===== config.mk =====
export PLATFORM = sky130hd
export DESIGN_NAME = glb_psum_port_arbiter
export DESIGN_NICKNAME = d
export VERILOG_FILES = /design/src/rtl/psum_arb_pkg.sv /design/src/rtl/glb_psum_port_arbiter_burst_counter.sv /design/src/rtl/glb_psum_port_arbiter.sv
export SDC_FILE = /design/constraint.sdc
export NUM_CORES = 1
export LEC_CHECK = 0
export BUFFER_PORTS_ARGS = -buffer_cell sky130_fd_sc_hd__clkbuf_2
export CAP_MARGIN = 20
export CORE_AREA = 3 3 54 69
export DETAILED_ROUTE_END_ITERATION = 16
export DIE_AREA = 0 0 57 72
export PLACE_DENSITY = 0.9
export SLEW_MARGIN = 30
export SYNTH_ARGS = -nofsm -noshare
export SYNTH_HDL_FRONTEND = slang
export SYNTH_SLANG_ARGS = --single-unit

===== constraint.sdc =====
create_clock -name clk -period 6.55 [get_ports clk]
set_input_delay 0 -clock clk [delete_from_list [all_inputs] [get_ports clk]]
set_output_delay 0 -clock clk [all_outputs]
set_load 0.02 [all_outputs]

===== src/rtl/psum_arb_pkg.sv =====
`default_nettype none
// ============================================================================
// Package : psum_arb_pkg
// Purpose : Types and defaults shared by the GLB psum port arbiter and its
//           burst counter.
// Contents: owner_t          - current owner of the GLB psum port
//           BURST_MAX_DEFAULT - default limit on consecutive grants to one side
// Revision: 1.0  initial release
// ============================================================================
package psum_arb_pkg;

  typedef enum logic [1:0] {
    OWN_IDLE = 2'd0,
    OWN_WR   = 2'd1,
    OWN_RD   = 2'd2
  } owner_t;

  localparam int BURST_MAX_DEFAULT = 16;

endpackage : psum_arb_pkg
`default_nettype wire


===== src/rtl/glb_psum_port_arbiter_burst_counter.sv =====
`default_nettype none
// ============================================================================
// Module  : burst_counter
// Purpose : Saturating count of consecutive grants to the current owner.
// Ports   : clk     in  clock
//           reset   in  asynchronous active-low reset
//           clear   in  count <= 0              (highest priority)
//           load1   in  count <= 1              (owner change)
//           inc     in  count <= count + 1, holds at BURST_MAX
//           count   out current count
//           at_max  out count == BURST_MAX
// Revision: 1.0  initial release
// ============================================================================
module burst_counter
  import psum_arb_pkg::*;
#(
  parameter int BURST_MAX   = BURST_MAX_DEFAULT,
  parameter int BURST_WIDTH = $clog2(BURST_MAX + 1)
) (
  input  logic                   clk,
  input  logic                   reset,
  input  logic                   clear,
  input  logic                   load1,
  input  logic                   inc,
  output logic [BURST_WIDTH-1:0] count,
  output logic                   at_max
);

  localparam logic [BURST_WIDTH-1:0] LIMIT = BURST_WIDTH'(BURST_MAX);

  assign at_max = (count == LIMIT);

  always_ff @(posedge clk or negedge reset) begin
    if (!reset) begin
      count <= '0;
    end else if (clear) begin
      count <= '0;
    end else if (load1) begin
      count <= BURST_WIDTH'(1);
    end else if (inc && !at_max) begin
      count <= count + BURST_WIDTH'(1);
    end
  end

endmodule : burst_counter
`default_nettype wire


===== src/rtl/glb_psum_port_arbiter.sv =====
`default_nettype none
// ============================================================================
// Module  : glb_psum_port_arbiter
// Purpose : Shares the single-port GLB psum bank between opsum writeback and
//           ipsum readback. Round-robin with bounded bursts; one access per
//           cycle with no bubble on owner switch. Read data returns with a
//           valid strobe one cycle after the read grant.
// Ports   : clk, reset (async, active-low)
//           wr_req/wr_addr/wr_data -> wr_gnt      opsum write side
//           rd_req/rd_addr         -> rd_gnt      ipsum read side
//           rd_valid/rd_data                      read return
//           glb_en/glb_we/glb_addr/glb_wdata/glb_rdata  GLB bank port
//           busy                                  port currently owned
// Revision: 1.0  initial release
// ============================================================================
module glb_psum_port_arbiter
  import psum_arb_pkg::*;
#(
  parameter int ADDR_WIDTH  = 20,
  parameter int DATA_WIDTH  = 16,
  parameter int BURST_MAX   = BURST_MAX_DEFAULT,
  parameter int BURST_WIDTH = $clog2(BURST_MAX + 1)
) (
  input  logic                  clk,
  input  logic                  reset,
  input  logic                  wr_req,
  input  logic [ADDR_WIDTH-1:0] wr_addr,
  input  logic [DATA_WIDTH-1:0] wr_data,
  output logic                  wr_gnt,
  input  logic                  rd_req,
  input  logic [ADDR_WIDTH-1:0] rd_addr,
  output logic                  rd_gnt,
  output logic                  rd_valid,
  output logic [DATA_WIDTH-1:0] rd_data,
  output logic                  glb_en,
  output logic                  glb_we,
  output logic [ADDR_WIDTH-1:0] glb_addr,
  output logic [DATA_WIDTH-1:0] glb_wdata,
  input  logic [DATA_WIDTH-1:0] glb_rdata,
  output logic                  busy
);

  owner_t                 owner;
  owner_t                 last;
  owner_t                 sel;
  logic [BURST_WIDTH-1:0] burst_cnt;
  logic                   at_max;
  logic                   cnt_clear;
  logic                   cnt_load1;
  logic                   cnt_inc;

  // Select is a function of registered owner/burst state and live requests.
  // Gating on reset keeps every grant and GLB strobe low while reset is held.
  always_comb begin
    sel = OWN_IDLE;
    if (reset) begin
      case (owner)
        OWN_WR: begin
          if (wr_req && !(rd_req && at_max)) sel = OWN_WR;
          else if (rd_req)                   sel = OWN_RD;
        end
        OWN_RD: begin
          if (rd_req && !(wr_req && at_max)) sel = OWN_RD;
          else if (wr_req)                   sel = OWN_WR;
        end
        default: begin
          // From idle a tie goes to the side that was not served last.
          if (wr_req && rd_req) sel = (last == OWN_RD) ? OWN_WR : OWN_RD;
          else if (wr_req)      sel = OWN_WR;
          else if (rd_req)      sel = OWN_RD;
        end
      endcase
    end
  end

  assign wr_gnt    = (sel == OWN_WR);
  assign rd_gnt    = (sel == OWN_RD);
  assign glb_en    = wr_gnt | rd_gnt;
  assign glb_we    = wr_gnt;
  assign glb_addr  = wr_gnt ? wr_addr : (rd_gnt ? rd_addr : '0);
  assign glb_wdata = wr_gnt ? wr_data : '0;
  assign rd_data   = glb_rdata;
  assign busy      = (owner != OWN_IDLE);

  assign cnt_clear = (sel == OWN_IDLE);
  assign cnt_load1 = (sel != OWN_IDLE) && (sel != owner);
  assign cnt_inc   = (sel != OWN_IDLE) && (sel == owner);

  burst_counter #(
    .BURST_MAX   (BURST_MAX),
    .BURST_WIDTH (BURST_WIDTH)
  ) u_burst_counter (
    .clk    (clk),
    .reset  (reset),
    .clear  (cnt_clear),
    .load1  (cnt_load1),
    .inc    (cnt_inc),
    .count  (burst_cnt),
    .at_max (at_max)
  );

  always_ff @(posedge clk or negedge reset) begin
    if (!reset) begin
      owner    <= OWN_IDLE;
      last     <= OWN_RD;
      rd_valid <= 1'b0;
    end else begin
      owner    <= sel;
      if (sel != OWN_IDLE) last <= sel;
      rd_valid <= rd_gnt;
    end
  end

endmodule : glb_psum_port_arbiter
`default_nettype wire


==> impl_metrics.yaml <==
status:
  outcome: "complete, no violations"
global_routing:
  use_met2: 0.291
  grt_pass1_vias: 1206
  grt_use_met1: 0.187
  antenna_found_initial: 0
  grt_max_degree: 40
  grt_overflow: 0
  grt_use_met3: 0.0463
  top_usage_layer: "met2"
  grt_use_total: 0.162
  grt_pass1_wl_um: 5420
power:
  switching_share: 0.401
  vdd_drop_max_uv: 114
  switchingPower_mw: 0.128
  p_comb_frac: 0.524
  p_seq_frac: 0.239
  p_leak_nw: 0.892
  pwr-share-clk: 0.237
  power.internal_mw: 0.192
  cellPowerDensity_nw_per_um2: 201
synth:
  synth_most_common_cell: "a22o_1"
  synth.area.top_cells: "dfrtp_1 (20%), a22o_1 (16%), buf_4 (11%), and2_1 (8.9%), ha_1 (8.9%)"
  syn_nets: 212
  synthXorXnorAreaFrac: 0.0390
  synthAdderAreaFrac: 0.0891
  yosysSeqAreaShare: 0.224
  synth_simple_gate_area_share: 0.248
  synth_compound_area_frac: 0.239
  yosys-top-cells-count: "a22o_1 (20), buf_4 (17), and2_1 (16)"
  async_flop_share: 1.00
  synth_top_area_cell: "dfrtp_1"
  synthMuxAreaShare: 0
  synth_top_cell_area_share: 0.200
  yosysWarnings: 0
  syn_area_per_cell_um2: 8.78
  netlist_instances: 128
  ys_ff_latch: 10
  synth-main-ff-cell: "dfrtp_1"
  synth_edf_count: 0
  synth_top_family_by_area: "simple AND/OR/NAND/NOR gates"
  synthesis.area_um2: 1120
  ys_types: 30
critical_path:
  critPathTopFamily: "simple AND/OR/NAND/NOR gates"
  crit_fanout: 39
  cp-end-kind: "primary output"
  critPathKind: "register to primary output"
  slowest_stage: "nor2b_2"
  crit_buf_inv: 3
  worst_ep_arrival_time_ns: 3.33
  cp_cell_sequence: "inv_1 -> ha_1 -> nand2_1 -> nor3_1 -> o41ai_4 -> inv_1 -> ha_2 -> nor2b_2 -> a22o_1 -> clkbuf_2"
  cp_common_cell: "inv_1"
  cp-start-kind: "register"
  critPathMaxStageDelay_ns: 0.64
  crit_required_ns: 6.55
layout:
  nFillCells: 308
  diodes: 0
  fin_util: 0.503
  fin_nets: 295
  final_layout_size_suffix_gt1_frac: 0.552
  syn_to_final_growth_pct: 41.6
detailed_routing:
  dr.first_iter.drc_count: 24
  ant_nets: 0
  viasPerCell: 4.99
  drc_errors: 0
  first_pass_iters: 4
  wl_um: 3460
  wl_per_cell_um: 14.0
  vias: 1233
floorplanning:
  start_util: 0.355
  die_x_um: 57
  pin_count: 134
  rows: 23
  die-area_um2: 4100
  die_h_um: 72
  coreArea_um2: 3170
cts:
  cts_root_buf: "clkbuf_8"
  htree_levels: 1
  clock_latency_ns: 0.23
  clk_pin_slew_ns: 0.05
  cts_made_buffers: 3
  clock_sinks: 10
  post_cts_buffers: 0
  tritoncts: "done"
  clockBufferDepth: 2
timing:
  finClkSkew_ns: 0.000729
  post-route-period-util: 0.508
  tns_ns: 0
  hold_viol: 0
  slew_headroom: 0.527
  setup_viol: 0
  rsz0062_at_grt: "false"
  final_max_slew_viol_count: 0
  min_period_ns: 3.33
  fmax_ghz: 0.300
  tightest_slew_ns: 0.706
job:
  cap_violations: 0
placement:
  gp_congestion: 0.762
  port_buffers: 101
  dp_hpwl_um: 2930
hold_path:
  hold_path_class: "primary input to primary output"
## stage by stage
stage	hold slack [ns]	cells	instance area [um^2]	setup WS [ns]	total power, mW
floorplan	-0.296	128	1120	3.85	0.202
global placement	-0.0994	242	1520	2.86	0.242
detailed placement	-0.0958	242	1530	3.45	0.244
CTS	0.000137	247	1590	3.20	0.322
global route	0.0000389	247	1590	2.86	0.345
finish	0.00000885	247	1590	3.22	0.320
## layout by cell type (no fill, tap or decap), types with 3 or more instances in the layout
master	n
nand3_1	5
nand2_1	5
nor2_1	4
dfrtp_1	9
and2_1	16
clkbuf_8	4
and4_2	3
a22o_1	20
xnor2_1	3
inv_1	7
clkbuf_2	101
ha_1	7
## power groups by stage
stage	Clock [mW]	Combinational [mW]	Sequential (mW)
6_report	0.0760	0.168	0.0764
5_1_grt	0.0818	0.185	0.0782
4_1_cts	0.0766	0.169	0.0765
3_5_place_dp	0	0.167	0.0772
3_3_place_gp	0	0.165	0.0769
2_1_floorplan	0	0.125	0.0773
## worst reg2reg max path, stage by stage, from the launching register on
cell	delay (ns)
dfrtp_1	0.38
inv_1	0.12
ha_1	0.28
nand2_1	0.16
nor3_1	0.09
o41ai_4	0.49
ha_1	0.40
nor2_1	0.09
and4_2	0.24
## routing by layer
| metal | vias to the layer above | part of all wire |
|---|---|---|
| met3 | 2 | 0.11 |
| met2 | 80 | 0.50 |
| met4 | 0 | 0.0067 |
| met1 | 548 | 0.39 |
| li1 | 603 | - |
| met5 | - | 0 |
## area by class of cell
| cell class | instances | area [um^2] | share of cell area |
|---|---|---|---|
| flip-flops and latches | 10 | 251 | 0.158 |
| inverters | 7 | 26.3 | 0.0165 |
| clock buffers | 4 | 55.1 | 0.0346 |
| well taps | 37 | 46.3 | 0.0291 |
| repair buffers | 102 | 515 | 0.324 |
| multi-input cells | 87 | 697 | 0.438 |
## sequential cells by signal (all words and copies together), names as in the netlist
name                   cells
owner                      2
last                       2
u_burst_counter.count      5
rd_valid                   1
## cell families after synthesis
logic type | Yosys count
AOI/OAI and AO/OA | 30
xor gates and xnor gates | 5
adders and majority gates | 8
buffers and inverters | 31
DFF | 10
and+or+nand+nor | 44
## path summary, 6_finish.rpt
check                              start                       end  slack (ns)  depth (start not counted)
max reg2reg                     owner[0]  u_burst_counter.count[3]        4.20                          8
max                             owner[0]              glb_addr[14]        3.22                         10
min in group asynchronous          reset  u_burst_counter.count[0]        0.19                          2
min reg2reg                      last[0]                   last[0]        0.49                          2
max in group asynchronous          reset                   last[1]        6.07                          2
min                        glb_rdata[10]               rd_data[10]    0.000009                          0
## timing repair
| action | CTS | global route |
|---|---|---|
| resized for setup | 0 | 0 |
| endpoints found under the hold margin | 10 | 0 |
| hold buffers | 1 | 0 |
No activity file was read; power rests on OpenSTA's default activity.
